## src/rtl/lemming_ctrl.sv

```systemverilog
// Lemming walker FSM: walk/dig/fall/splat with a saturating fall-duration counter.
// All outputs decode registered state only.
module lemming_ctrl #(
   parameter int FALL_LIMIT = 20,
   parameter int CNT_W      = 6
) (
   input  logic             clk,
   input  logic             areset,
   input  logic             bump_left,
   input  logic             bump_right,
   input  logic             ground,
   input  logic             dig,
   output logic             walk_left,
   output logic             walk_right,
   output logic             aaah,
   output logic             digging,
   output logic             splat,
   output logic [CNT_W-1:0] fall_cycles
);

   typedef enum logic [2:0] {WL, WR, FL, FR, DL, DR, SPLAT} state_t;

   localparam logic [CNT_W-1:0] CNT_MAX = '1;
   localparam logic [CNT_W-1:0] CNT_ONE = {{(CNT_W-1){1'b0}}, 1'b1};
   localparam logic [CNT_W-1:0] LIMIT   = CNT_W'(FALL_LIMIT);

   state_t           state_reg, state_next;
   logic [CNT_W-1:0] cnt_reg, cnt_next;
   logic [CNT_W-1:0] cnt_inc;

   // Counter holds at all-ones so a very long fall can never wrap into survival.
   assign cnt_inc = (cnt_reg == CNT_MAX) ? cnt_reg : cnt_reg + CNT_ONE;

   always_ff @(posedge clk) begin
      if (areset) begin
         state_reg <= WL;
         cnt_reg   <= '0;
      end else begin
         state_reg <= state_next;
         cnt_reg   <= cnt_next;
      end
   end

   always_comb begin
      state_next = state_reg;
      cnt_next   = '0;
      case (state_reg)
         WL: begin
            if (!ground)        state_next = FL;
            else if (dig)       state_next = DL;
            else if (bump_left) state_next = WR;
         end
         WR: begin
            if (!ground)         state_next = FR;
            else if (dig)        state_next = DR;
            else if (bump_right) state_next = WL;
         end
         DL: if (!ground) state_next = FL;
         DR: if (!ground) state_next = FR;
         FL: begin
            if (!ground) cnt_next = cnt_inc;
            else         state_next = (cnt_reg >= LIMIT) ? SPLAT : WL;
         end
         FR: begin
            if (!ground) cnt_next = cnt_inc;
            else         state_next = (cnt_reg >= LIMIT) ? SPLAT : WR;
         end
         SPLAT: state_next = SPLAT;
         default: state_next = WL;
      endcase
   end

   assign walk_left   = (state_reg == WL);
   assign walk_right  = (state_reg == WR);
   assign aaah        = (state_reg == FL) || (state_reg == FR);
   assign digging     = (state_reg == DL) || (state_reg == DR);
   assign splat       = (state_reg == SPLAT);
   assign fall_cycles = cnt_reg;

endmodule

```

## config.mk

```make
export PLATFORM = sky130hd
export DESIGN_NAME = lemming_ctrl
export DESIGN_NICKNAME = d
export VERILOG_FILES = /design/src/rtl/lemming_ctrl.sv
export SDC_FILE = /design/constraint.sdc
export NUM_CORES = 1
export LEC_CHECK = 0
export BUFFER_PORTS_ARGS = -buffer_cell sky130_fd_sc_hd__buf_2
export CAP_MARGIN = 30
export CORE_AREA = 2 2 39 41
export CTS_CLUSTER_DIAMETER = 100
export DETAILED_ROUTE_END_ITERATION = 8
export DIE_AREA = 0 0 41 43
export PLACE_DENSITY = 0.7
export SLEW_MARGIN = 30
export SYNTH_ARGS = -nofsm -noshare
export SYNTH_HDL_FRONTEND = slang
export SYNTH_SLANG_ARGS = --single-unit
```

## constraint.sdc

```tcl
create_clock -name clk -period 1.9 [get_ports clk]
set_input_delay 0.57 -clock clk [delete_from_list [all_inputs] [get_ports clk]]
set_output_delay 0.57 -clock clk [all_outputs]
set_load 0.02 [all_outputs]
```

======== Word level (Yosys, flattened, before mapping) ========
Cells that the tools add are included.
Widths: inputs -> output; s select.
operators by class
  reduce and logical (&&, ||, !) cells .... 6
  multipliers ............................. 0
  div/mod/pow operators ................... 0
  shifts and indexed selects .............. 0
  add/sub/neg operators ................... 1
  bitwise logic cells ..................... 1
  muxes and demuxes ....................... 13
  equal/unequal tests ..................... 13
  order comparisons ....................... 1
operators by type and width
  kind                 number
  $mux 3               12
  $pmux 3 s7           1
  $eq 3x3->1 const B   3
  $ne 2x2->1 const B   4
  $ne 4x4->1 const B   2
  $add 6x1->6 const B  1
  $eq 3x2->1 const B   2
  $eq 6x6->1 const B   1
  $ge 6x5->1 const B   1
  $reduce_and 6->1     1
  $eq 3x1->1 const B   1
  $logic_not 3->1      1
  $reduce_or 3->1      1
  $logic_or 1x1->1     2
  $reduce_or 2->1      1
  $not 1->1            1
storage, ports and cells
  memories kept ........................... 0
  memory bits (writable) .................. 0
  input port bits ......................... 6
  latch bits .............................. 0
  flip-flop bits (word level) ............. 9
  bits in read-only memories .............. 0
  word-level logic and storage cells ...... 37

======== Logic depth before layout (Yosys ltp) ========
Gate-level depths: netlist of run 1.
  depth in word-level cells ............... 4
  gate-level depth with buffers ........... 6
  depth with buffers taken out ............ 4

======== Worst setup path before layout of run 1 ========
OpenSTA, ideal clock, no wires.
  path kind ............................... register -> register
  start point ............................. register state_reg[1]
  end point ............................... register state_reg[2]
  path slack .............................. 0.274 ns
  path buffers ............................ 1
  stages on the path, launching flop included .. 6
  arrival ................................. 1.497 ns
  data required time ...................... 1.771 ns
  cells stage by stage .................... dfxtp_1 buf_6 nor3_1 a2bb2oi_1 a21oi_1 a2111oi_2
on the way
  word-level cells in the longest chain between the ends .. 3
  elaborated cells between the ends (all ways) .. 15
  those cells by class .................... eq/ne (12); mux (1); reduce/logical (2)
RTL lines
  what                               line  source
  from (decl)                        27    state_t state_reg, state_next;
  from (signal assigned)             39    state_reg <= state_next;
  $logic_not 3->1 (*)                --
  via walk_left                      13    output logic walk_left,
  $ne 4x4->1 (no source line)        --
  $reduce_and 6->1 (no source line)  --
The timed path passes the listed nets; every way through them passes the cells marked *.
A chain may end at the register's enable or synchronous reset.

======== Worst setup path after layout of run 1 ========
  start point ............................. register state_reg[2]
  end point ............................... output port walk_left
on the way
  word-level cells in the longest chain between the ends .. 1
RTL lines
  what             line  source
  $logic_not 3->1  73    assign walk_left = (state_reg == WL);
  to (decl)        13
Every way passes these cells.

==> impl_results.rst, run 1 <==
.. list-table::
   :header-rows: 1

   * - Metric
     - Value
   * - Outcome
     - finished clean
   * - Final-layout fill cell count
     - 138
   * - Number of global-route vias before repair
     - 473
   * - Chip width
     - 41 um
   * - Mean number of vias per cell
     - 5.458
   * - Quantity of hold-fixing buffers added after cts
     - 0
   * - Worst Skew
     - 1.139 ps
   * - Critical Path Source
     - state_reg[2]
   * - CTS buffer count
     - 3
   * - Net count of the mapped netlist
     - 82
   * - Pin count of the biggest net entering global routing
     - 15
   * - Part of the total power dissipated in combinational logic
     - 0.279
   * - Portion of total power attributed to sequential cells
     - 0.440
   * - Worst hold-check path type
     - in2reg
   * - Number of top-level design ports
     - 17
   * - Inst Count DP
     - 103
   * - Setup violations, final
     - 0
   * - Number of nets in the layout
     - 100
   * - Mean instance size in the synthesized netlist
     - 8.082 sq um
   * - Switching power share of the total
     - 0.3486
   * - Initial standard-cell utilization of the core
     - 0.4322
   * - Number of H-tree levels
     - 1
   * - Sequential Area
     - 181.4 sq um
   * - Hold Startpoint
     - areset
   * - First-pass GRT wire length
     - 1918 um
   * - Setup crit end kind
     - primary output
   * - Diode insertion count for antenna repair
     - 0
   * - Internal power of the cells
     - 0.3471 mW
   * - Leakage power
     - 0.2974 nW
   * - Layout cell share with drive strength beyond 1
     - 0.2418
   * - Highest net fanout along the worst path
     - 14
   * - HPWL reported at the end of detailed placement
     - 898.1 um
   * - Flop and latch count out of synthesis
     - 9
   * - Die H
     - 43 um
   * - FMAX
     - 0.5573 GHz
   * - Start-to-end type of the worst setup path
     - reg2out
   * - Post-route setup TNS
     - 0 ps
   * - Area of the die
     - 1763 sq um
   * - Maximum buffer depth of the clock tree
     - 2
   * - Worst voltage drop across the vdd grid
     - 0.3486 mV
   * - Total count of hold-check failures in the final report
     - 0
   * - Fin crit share
     - 0.9444
   * - Residual DRC count
     - 0
   * - Worst slew pin tran
     - 375.8 ps
   * - Non-filler cells in the finished layout
     - 107
   * - Port Buffers
     - 16
   * - Total power divided by cell area
     - 763.1 nW/um^2
   * - Core Region
     - 1384 sq um
   * - Clock latency of the later-clocked register in the worst-skew pair
     - 260 ps
   * - TritonCTS clock tree
     - built
   * - Detailed router's first-iteration violation count
     - 6
   * - Required @ worst endpoint
     - 1330 ps
   * - Number of cells produced by synthesis
     - 74
   * - ANT nets after route
     - 0
   * - Arrival time at the worst endpoint
     - 1220 ps
   * - Detailed-route via count
     - 584
   * - Initial antenna violation count
     - 0
   * - Post-CTS Setup Bufs
     - 0
   * - Total length of routed wires
     - 1231 um
   * - Layout area overhead
     - 16.74%
   * - Portion of the post-synthesis area used by sequential elements
     - 0.3013
   * - GRT Resource Usage Total
     - 0.1603
   * - Worst slew slack as a fraction of its limit
     - 0.7491
   * - CTS sink cnt
     - 9
   * - Startpoint Class
     - register
   * - Count of distinct cell types in the synthesized netlist
     - 33
   * - Post-CTS clock slew at the launch and capture registers of the worst setup and hold paths
     - 60 ps
   * - Post-layout utilization of the core
     - 0.5045
   * - Max reg flops
     - 6
   * - Average wire per standard cell
     - 11.50 um
   * - Startpoint of the lowest-slack register-to-register path
     - state_reg[1]
   * - Placer congestion estimate
     - 0.7137
   * - Clock period minus worst slack
     - 1794 ps
   * - Final Slew Violations
     - 0
   * - Sum of overflow across all layers after global routing
     - 0
   * - Total iterations of the first detailed-routing run
     - 4
   * - Post-synthesis instance area
     - 598.1 sq um
   * - Area occupied by multi-input gates
     - 375.4 sq um
   * - Reg-to-reg setup timing slack
     - 460 ps
   * - CTS root buf
     - clkbuf_4
   * - Number of placement rows
     - 14
   * - Unrepaired setup endpoints after global routing
     - false
   * - Max-capacitance violation count
     - 0
   * - Clock share of power
     - 0.281
   * - Count of warnings emitted by yosys
     - 0
   * - Net switching component of the power
     - 0.1857 mW
[Yosys cell counts, drive strengths merged]
cell type  n  area (sq um)
and3b      1         8.760
dfxtp      9         180.2
o21ai      3         15.01
nand2b     3         18.77
a21oi      3         15.01
inv        4         15.01
mux2i      1         10.01
nand3      4         20.02
a211oi     1         12.51
xor2       1         8.760
xnor2      1         8.760
and4bb     1         12.51
nand4      1         6.260
nor2       8         30.03
a2bb2oi    1         8.760
o311ai     1         8.760
nor2b      2         12.51
o21a       1         7.510
nor3       6         30.03
or2        1         6.260
and2b      1         7.510
and3       1         6.260
o21bai     1         7.510
nand2      4         15.01
or4        1         7.510
a31o       1         8.760
a2111oi    1         15.01
buf        3         27.52
ha         2         25.02
nand3b     1         7.510
nor3b      3         22.52
a31oi      2         12.51
[repair_timing]
| action | 4_1_cts | 5_1_grt |
|---|---|---|
| endpoints found under the hold margin | 0 | 0 |
| setup endpoints to repair | 0 | 1 |
| gates resized for setup | 0 | 1 |
[cell usage in the layout, fill, tap and decap left out]
cell type / synthesis / final
nand4_1: 1 / 1
and3_1: 1 / 1
buf_2: 1 / 16
or4_1: 1 / 1
o21ai_0: 3 / 3
or2_1: 1 / 1
and3b_1: 1 / 1
xnor2_1: 1 / 1
a31o_1: 1 / 1
nand2b_1: 3 / 3
nand3_1: 4 / 4
nand3b_1: 1 / 1
a2bb2oi_1: 1 / 1
inv_1: 4 / 4
a2111oi_2: 1 / 1
nor2_1: 8 / 8
a31oi_1: 2 / 2
o21a_1: 1 / 1
nor3b_1: 3 / 3
clkbuf_1: 0 / 1
mux2i_1: 1 / 1
dfxtp_2: 0 / 1
and4bb_1: 1 / 1
nand2_1: 4 / 4
nor2b_1: 2 / 2
a21oi_1: 3 / 3
and2b_1: 1 / 1
ha_1: 2 / 2
dfxtp_1: 9 / 8
nor3_1: 6 / 6
clkbuf_4: 0 / 3
o21bai_1: 1 / 1
xor2_1: 1 / 1
o311ai_1: 1 / 1
a211oi_2: 1 / 1
[metrics by stage]
stage / setup slack, ps / power (mW) / hold slack, ps / cell area, sq um
floorplan: 274.1 / 0.3574 / 588.6 / 598.1
global placement: 280.9 / 0.3835 / 539.9 / 670.6
detailed placement: 235.9 / 0.3854 / 547.5 / 670.6
CTS: 64.27 / 0.5374 / 509.8 / 696.9
global route: 5.248 / 0.5653 / 518.1 / 698.2
finish: 105.7 / 0.5328 / 518.9 / 698.2
[power groups by stage]
stage                     Clock, mW  Sequential [mW]  Combinational (mW)
final                         0.149            0.235               0.149
after global routing          0.163            0.238               0.164
after CTS                     0.156            0.232               0.149
after detailed placement          0            0.237               0.148
after global placement            0            0.236               0.147
after floorplan                   0            0.219               0.138
[cell type report]
type                       count  area share
multi-input combinational     58      0.5376
tap                           16     0.02867
sequential                     9      0.2599
clock buffer                   4     0.03763
inverter                       4     0.02151
timing repair buffer          16      0.1147
[kinds of logic after synthesis]
group / Yosys count / synth area share
compound gates: 15 / 0.1862
xor+xnor: 2 / 0.02929
fa+ha+maj: 2 / 0.04183
buf+inv: 7 / 0.07111
flops: 9 / 0.3013
mux: 1 / 0.01674
simple gates: 38 / 0.3536
[layer usage]
layer | global-route usage | routed length [um] | up-vias
met1 | 0.1922 | 568 | 267
li1 | - | - | 299
met4 | 0.08000 | 23 | 0
met2 | 0.2469 | 566 | 14
met3 | 0.04712 | 73 | 4
met5 | 0 | 0 | -
[critical path: stages (launching register included)]
cell and delay, ps:
dfxtp_1 420, nor3_1 320, buf_2 230
[final timing paths]
path / endpoint / depth (start not counted)
setup / recovery: walk_left / 2
hold / removal: state_reg[2] / 2
setup reg to reg: state_reg[2] / 4
hold reg to reg: fall_cycles[5] / 2
Note: power is estimated with default switching activity, not from simulation.
==> inputs of run 2 (changes only) <==
--- a/config.mk
+++ b/config.mk
@@ -11,6 +11,7 @@
 export CTS_CLUSTER_DIAMETER = 100
 export DETAILED_ROUTE_END_ITERATION = 8
 export DIE_AREA = 0 0 41 43
+export MAX_ROUTING_LAYER = met4
 export PLACE_DENSITY = 0.7
 export SLEW_MARGIN = 30
 export SYNTH_ARGS = -nofsm -noshare
==> constraint.sdc (replaced) <==
create_clock -name clk -period 1.75 [get_ports clk]
set_input_delay 0.525 -clock clk [delete_from_list [all_inputs] [get_ports clk]]
set_output_delay 0.525 -clock clk [all_outputs]
set_load 0.02 [all_outputs]
==> run 2 against run 1 <==
- worst hold slack got worse by 52 ps
- via count unchanged
- count of clock-buffer cells in the layout did not move
- die area did not move
- combinational power rose by 9%
- global-route usage increased by 0.40 points
- final area rose by 0.18%
==> impl_results.rst, run 2 (synthesized netlist as in run 1, its figures left out) <==
.. list-table::
   :header-rows: 1

   * - Metric
     - Value
   * - Outcome
     - finished clean
   * - Number of cells on the worst reg-to-reg path
     - 4 (unchanged)
   * - Worst path max stage delay
     - 390 ps (-30 ps)
   * - Worst Skew
     - 1.139 ps (unchanged)
   * - Pin count of the biggest net entering global routing
     - 15 (unchanged)
   * - TritonCTS clock tree
     - built
   * - Portion of total power attributed to sequential cells
     - 0.441 (about the same)
   * - CTS sink cnt
     - 9 (unchanged)
   * - Startpoint of the lowest-slack register-to-register path
     - state_reg[1]
   * - Endpoint with the worst hold slack
     - state_reg[2]
   * - Setup violations, final
     - 0 (unchanged)
   * - Number of nets in the layout
     - 100 (unchanged)
   * - Inst Count DP
     - 103 (unchanged)
   * - Core Region
     - 1384 sq um (unchanged)
   * - Capture point of the worst reg-to-reg path
     - state_reg[2]
   * - Internal power of the cells
     - 0.3779 mW (+8.9%)
   * - Number of top-level design ports
     - 17 (unchanged)
   * - Residual DRC count
     - 0 (unchanged)
   * - Clock latency of the later-clocked register in the worst-skew pair
     - 260 ps (about the same)
   * - Placer congestion estimate
     - 0.7221 (+1.2%)
   * - Total power divided by cell area
     - 828.6 nW/um^2 (+8.6%)
   * - Required @ worst endpoint
     - 1220 ps (-110 ps)
   * - Worst slew pin tran
     - 271.2 ps (-104.6 ps)
   * - Port Buffers
     - 16 (unchanged)
   * - First-pass GRT wire length
     - 1918 um (unchanged)
   * - Sum of overflow across all layers after global routing
     - 0 (unchanged)
   * - Net switching component of the power
     - 0.2017 mW (+8.6%)
   * - Worst slew slack as a fraction of its limit
     - 0.8163 (+0.06719)
   * - Highest net fanout along the worst path
     - 14 (unchanged)
   * - Diode insertion count for antenna repair
     - 0 (unchanged)
   * - Number of global-route vias before repair
     - 473 (unchanged)
   * - Slowest cell on crit path
     - dfxtp_2
   * - Most common cell after layout, fill and taps aside
     - buf_2
   * - Non-filler cells in the finished layout
     - 107 (unchanged)
   * - Detailed-route via count
     - 584 (unchanged)
   * - Clock period minus worst slack
     - 1708 ps
   * - Post-placement cell area
     - 670.6 sq um (unchanged)
   * - Worst hold-check path type
     - in2reg
   * - Number of H-tree levels
     - 1 (unchanged)
   * - Reg-to-reg setup timing slack
     - 300 ps (-160 ps)
   * - Top library cells by usage in the layout, fill and taps aside
     - 16 x buf_2, 8 x nor2_1, 7 x dfxtp_1
   * - Total length of routed wires
     - 1231 um (unchanged)
   * - Chip width
     - 41 um (unchanged)
   * - GRT Resource Usage Total
     - 0.1643 (+0.003974)
   * - Part of the total power dissipated in combinational logic
     - 0.279 (about the same)
   * - CTS buffer count
     - 3 (unchanged)
   * - Max-capacitance violation count
     - 0 (unchanged)
   * - Post-CTS Setup Bufs
     - 0 (unchanged)
   * - Mean number of vias per cell
     - 5.458 (unchanged)
   * - Hold Startpoint
     - areset
   * - Number of placement rows
     - 14 (unchanged)
   * - Clock share of power
     - 0.280 (about the same)
   * - Die H
     - 43 um (unchanged)
   * - Critical Path Source
     - state_reg[1]
   * - Unrepaired setup endpoints after global routing
     - false
   * - Switching power share of the total
     - 0.3480 (-0.0006413)
   * - Average wire per standard cell
     - 11.50 um (unchanged)
   * - FMAX
     - 0.5855 GHz
   * - Maximum buffer depth of the clock tree
     - 2 (unchanged)
   * - Max reg flops
     - 6 (unchanged)
   * - Total count of hold-check failures in the final report
     - 0 (unchanged)
   * - Setup crit end kind
     - primary output
   * - Worst hold stages
     - 2 (unchanged)
   * - Quantity of hold-fixing buffers added after cts
     - 0 (unchanged)
   * - Post-Layout Inst Area
     - 699.4 sq um (+0.18%)
   * - Startpoint Class
     - register
   * - Start-to-end type of the worst setup path
     - reg2out
   * - Leakage power
     - 0.2978 nW (+0.11%)
   * - Fin crit share
     - 0.9759
   * - ANT nets after route
     - 0 (unchanged)
   * - Initial antenna violation count
     - 0 (unchanged)
   * - Detailed router's first-iteration violation count
     - 6 (unchanged)
   * - HPWL reported at the end of detailed placement
     - 898.1 um (unchanged)
   * - Worst voltage drop across the vdd grid
     - 0.3785 mV (+8.6%)
   * - Final Slew Violations
     - 0 (unchanged)
   * - Layout area overhead
     - 16.95%
   * - Initial standard-cell utilization of the core
     - 0.4322 (unchanged)
   * - Series of cell instances along the critical path
     - nor3_1, buf_2
   * - CTS root buf
     - clkbuf_4
   * - Total iterations of the first detailed-routing run
     - 4 (unchanged)
   * - Area of the die
     - 1763 sq um (unchanged)
   * - Layout cell share with drive strength beyond 1
     - 0.2527 (+0.01099)
   * - Post-layout utilization of the core
     - 0.5054 (+0.0009040)
   * - Post-CTS clock slew at the launch and capture registers of the worst setup and hold paths
     - 60 ps (about the same)
   * - Arrival time at the worst endpoint
     - 1180 ps (-40 ps)
-- run 2: cell counts in the layout (fill, tap and decap cells not counted) --
Identical to the previous run, type by type.
-- run 2: power by group through the flow --
stage          Clock (mW)  Sequential [mW]  Combinational (mW)
6_report            0.162            0.256               0.162
4_1_cts             0.169            0.253               0.162
2_1_floorplan           0            0.238               0.150
3_3_place_gp            0            0.257               0.160
5_1_grt             0.177            0.260               0.178
3_5_place_dp            0            0.257               0.161
-- run 2: timing repair --
action	CTS	global route
gates resized for setup	1	1
endpoints found under the setup margin	2	4
pin swaps	0	0
-- run 2: worst max-delay path by stage --
stage                         endpoint  depth (start not counted)  slack (ps)
after floorplan           state_reg[2]                          5         120
after global placement    state_reg[2]                          5         180
after detailed placement  state_reg[2]                          5         130
after CTS                    walk_left                          2          -3
after global routing         walk_left                          2        0.04
final                        walk_left                          2          40
-- run 2: final cells by class --
| class | count | area, sq um |
|---|---|---|
| inverters | 4 | 15.01 |
| flip-flops and latches | 9 | 182.7 |
| fillers | 137 | 684.4 |
| multi-input cells | 58 | 375.4 |
| clock buffers | 4 | 26.28 |
| repair buffers | 16 | 80.08 |
| well taps | 16 | 20.02 |
-- run 2: critical path: cells and delay by family, from the launching register on --
kind,cells,cell delay (ps)
flip-flops,1,390
AND/OR/NAND/NOR,1,300
buffers and inverters,1,230
-- run 2: routing by layer --
metal  vias up  share of wire  global-route usage
li1        299              -                   -
met1       267           0.46              0.1922
met2        14           0.46              0.2469
met3         4          0.059             0.04712
met4         0          0.019             0.08000
met5         -              0                   -
-- run 2: through the flow --
step                      setup WS [ps]  total power [mW]  hold WS [ps]  setup TNS (ps)
after global placement            176.0            0.4163         539.9               0
after floorplan                   124.1            0.3880         588.6               0
after CTS                        -2.637            0.5846         464.8          -2.637
after detailed placement          130.9            0.4184         547.5               0
final                             42.14            0.5795         466.5               0
after global routing            0.04263            0.6148         465.7               0
==> inputs of run 3 (changes only) <==
--- a/config.mk
+++ b/config.mk
@@ -5,6 +5,7 @@
 export SDC_FILE = /design/constraint.sdc
 export NUM_CORES = 1
 export LEC_CHECK = 0
+export ABC_AREA = 1
 export BUFFER_PORTS_ARGS = -buffer_cell sky130_fd_sc_hd__buf_2
 export CAP_MARGIN = 30
 export CORE_AREA = 2 2 39 41
==> run 3 against run 2 <==
- critical path depth rose by 2
- clock power fell by 5%
- combinational power fell by 22%
- first-iteration DRC count rose by 50%
- critical path type unchanged
- critical endpoint is now splat
- largest power group unchanged
==> impl_results.rst, run 3 <==
.. list-table::
   :header-rows: 1

   * - Metric
     - Value
   * - Portion of the post-synthesis area used by sequential elements
     - 0.3013 (unchanged)
   * - Total count of hold-check failures in the final report
     - 0 (unchanged)
   * - Number of placement rows
     - 14 (unchanged)
   * - Layout cell share with drive strength beyond 1
     - 0.3056 (+0.05281)
   * - Port Buffers
     - 16 (unchanged)
   * - Total length of routed wires
     - 1200 um (-2.5%)
   * - Detailed-route via count
     - 622 (+6.5%)
   * - Leading post-synthesis cells by cell area
     - dfxtp_1 30%, nand2_1 11%, nand3_1 8.4%, nor2_1 8.2%, inv_1 6.9%
   * - Final worst hold slack
     - 454.0 ps (-12.51 ps)
   * - Worst voltage drop across the vdd grid
     - 0.4390 mV (+16%)
   * - Setup violations, final
     - 0 (unchanged)
   * - Setup crit end kind
     - primary output
   * - Chip width
     - 41 um (unchanged)
   * - Number of global-route vias before repair
     - 530 (+12%)
   * - Number of cells produced by synthesis
     - 89 (+20%)
   * - Post-Layout Inst Area
     - 720.7 sq um (+3.0%)
   * - GRT Resource Usage Total
     - 0.1674 (+0.003099)
   * - Share of Yosys cell area claimed by the top area cell type
     - 0.3013 (unchanged)
   * - Start-to-end type of the worst setup path
     - reg2out
   * - Final Slew Violations
     - 0 (unchanged)
   * - Number of top-level design ports
     - 17 (unchanged)
   * - Maximum buffer depth of the clock tree
     - 2 (unchanged)
   * - Worst slew pin tran
     - 314.8 ps (+43.58 ps)
   * - Internal power of the cells
     - 0.3479 mW (-7.9%)
   * - Most common cell after layout, fill and taps aside
     - nand2_1
   * - Top flip-flop cell by instance count after synthesis
     - dfxtp_1
   * - Placer congestion estimate
     - 0.9077 (+26%)
   * - Count of distinct cell types in the synthesized netlist
     - 21 (-36%)
   * - FMAX
     - 0.6244 GHz (+6.6%)
   * - Required @ worst endpoint
     - 1220 ps (about the same)
   * - ANT nets after route
     - 0 (unchanged)
   * - Leakage power
     - 0.3525 nW (+18%)
   * - Share of flip-flops with an asynchronous set or reset
     - 0 (unchanged)
   * - Residual DRC count
     - 0 (unchanged)
   * - Post-placement cell area
     - 686.9 sq um (+2.4%)
   * - Hold Startpoint
     - areset
   * - TritonCTS clock tree
     - built
   * - Clock period minus worst slack
     - 1601 ps (-106.4 ps)
   * - Detailed router's first-iteration violation count
     - 9 (+3)
   * - Clock latency of the later-clocked register in the worst-skew pair
     - 250 ps (about the same)
   * - Layout area overhead
     - 20.50%
   * - Worst Skew
     - 0.2579 ps (-0.8811 ps)
   * - Mean instance size in the synthesized netlist
     - 6.720 sq um (-17%)
   * - Die H
     - 43 um (unchanged)
   * - Arrival time at the worst endpoint
     - 1080 ps (-100 ps)
   * - Diode insertion count for antenna repair
     - 0 (unchanged)
   * - CTS root buf
     - clkbuf_4
   * - Pin count of the biggest net entering global routing
     - 9 (-6)
   * - Core Region
     - 1384 sq um (unchanged)
   * - Startpoint of the lowest-slack register-to-register path
     - fall_cycles[0]
   * - Unrepaired setup endpoints after global routing
     - false
   * - Mean number of vias per cell
     - 5.016 (-8.1%)
   * - Post-synthesis instance area
     - 598.1 sq um (unchanged)
   * - Post-layout utilization of the core
     - 0.5208 (+0.01537)
   * - HPWL reported at the end of detailed placement
     - 979.5 um (+9.1%)
   * - Top cells by count, synth
     - 17 x nand2_1, 13 x nor2_1, 11 x inv_1, 10 x nand3_1, 9 x dfxtp_1
   * - Sum of overflow across all layers after global routing
     - 0 (unchanged)
   * - Total iterations of the first detailed-routing run
     - 4 (unchanged)
   * - First-pass GRT wire length
     - 1966 um (+2.5%)
   * - Initial antenna violation count
     - 0 (unchanged)
   * - Number of synthesized flops with an enable pin
     - 0 (unchanged)
   * - Outcome
     - finished clean
   * - Critical Path Source
     - state_reg[0]
   * - Number of nets in the layout
     - 117 (+17%)
   * - Worst slew slack as a fraction of its limit
     - 0.7885 (-0.02781)
   * - Clock share of power
     - 0.301 (+0.021)
   * - Average wire per standard cell
     - 9.677 um (-16%)
   * - Most instantiated library cell after synthesis
     - nand2_1
   * - Top library cells by usage in the layout, fill and taps aside
     - 17 x nand2_1, 16 x buf_2, 11 x inv_1, 11 x nor2_1, 10 x nand3_1
   * - Worst hold-check path type
     - in2reg
   * - Switching power share of the total
     - 0.3205 (-0.02747)
   * - Net count of the mapped netlist
     - 97 (+18%)
   * - Net switching component of the power
     - 0.1641 mW (-19%)
   * - Count of warnings emitted by yosys
     - 0 (unchanged)
   * - Max-capacitance violation count
     - 0 (unchanged)
   * - Initial standard-cell utilization of the core
     - 0.4322 (unchanged)
   * - Highest net fanout along the worst path
     - 5 (-9)
   * - Synth area leader
     - dfxtp_1
   * - Area of the die
     - 1763 sq um (unchanged)
   * - Startpoint Class
     - register
   * - CTS buffer count
     - 3 (unchanged)
   * - Part of the total power dissipated in combinational logic
     - 0.247 (-0.032)
   * - Post-route setup TNS
     - 0 ps (unchanged)
   * - Flop and latch count out of synthesis
     - 9 (unchanged)
   * - CTS sink cnt
     - 9 (unchanged)
   * - Portion of total power attributed to sequential cells
     - 0.452 (+0.011)
   * - Max reg flops
     - 6 (unchanged)
   * - Fin crit share
     - 0.9151 (-0.06083)
   * - Total power divided by cell area
     - 710.5 nW/um^2 (-14%)
   * - Post-CTS clock slew at the launch and capture registers of the worst setup and hold paths
     - 60 ps (about the same)
   * - Number of H-tree levels
     - 1 (unchanged)
[run 3: cell count changes in the layout (fill, tap and decap cells not counted), moves of 2 or more]
cell,before,now
nor3b_1,3,0
inv_1,4,11
nand2_2,0,2
a211oi_2,1,3
nand3_1,4,10
nor2_2,0,3
nor3_1,6,3
nand2_1,4,17
nand2b_1,3,0
a31oi_1,2,0
nor2b_1,2,0
nor2_1,8,11
inv_2,0,2
a21oi_1,3,6
[run 3: path summary, 6_finish.rpt]
path                                       end  slack, ps  cells past startpoint
worst max-delay path                     splat        150                      4
worst min-delay path              state_reg[2]        450                      2
worst max register to register  fall_cycles[1]        490                      5
worst min register to register    state_reg[0]        490                      2
[run 3: power groups by stage]
stage	Combinational, mW	Sequential, mW	Clock [mW]
2_1_floorplan	0.0914	0.232	0
3_3_place_gp	0.123	0.233	0
3_5_place_dp	0.124	0.233	0
4_1_cts	0.125	0.229	0.164
5_1_grt	0.145	0.233	0.180
6_report	0.127	0.231	0.154
[run 3: timing repair]
item | in CTS | in global routing
setup endpoints to repair | 0 | 3
hold buffers | 0 | 0
hold endpoints to repair | 0 | 0
buffers inserted | 0 | 0
resized for setup | 0 | 4
[run 3: critical path: stages (launching register included)]
cell	delay (ps)
dfxtp_1	330
inv_1	150
nand3_1	130
inv_1	70
buf_2	150
[run 3: area by class of cell]
class,count,area [sq um]
multi-input combinational,65,359.1
fill,155,663.1
sequential,9,182.7
inverter,14,52.55
clock buffer,4,26.28
tap,16,20.02
timing repair buffer,16,80.08
[run 3: kinds of logic after synthesis]
| kind of cell | Yosys count | share of synthesized area |
|---|---|---|
| flip-flops | 9 | 0.3013 |
| buffers and inverters | 15 | 0.1067 |
| AO/OA/AOI/OAI | 11 | 0.1297 |
| AND/OR/NAND/NOR | 51 | 0.4059 |
| adder cells (fa/ha/maj) | 2 | 0.04183 |
| XOR/XNOR | 1 | 0.01465 |
[run 3: per-layer routing]
metal / share of wire / vias up / wire length [um] / GRT usage
li1: - / 323 / - / -
met1: 0.46 / 287 / 555 / 0.1759
met2: 0.50 / 12 / 601 / 0.2719
met3: 0.036 / 0 / 43 / 0.04712
met4: 0 / 0 / 0 / 0.08000
met5: 0 / - / 0 / -
[run 3: stage by stage]
step / total power, mW / worst slack (ps) / instances
2_1_floorplan: 0.3232 / 416.6 / 89
3_3_place_gp: 0.3564 / 322.6 / 120
3_5_place_dp: 0.3572 / 303.6 / 120
4_1_cts: 0.5171 / 74.68 / 124
5_1_grt: 0.5576 / 37.41 / 124
6_report: 0.5121 / 148.6 / 124
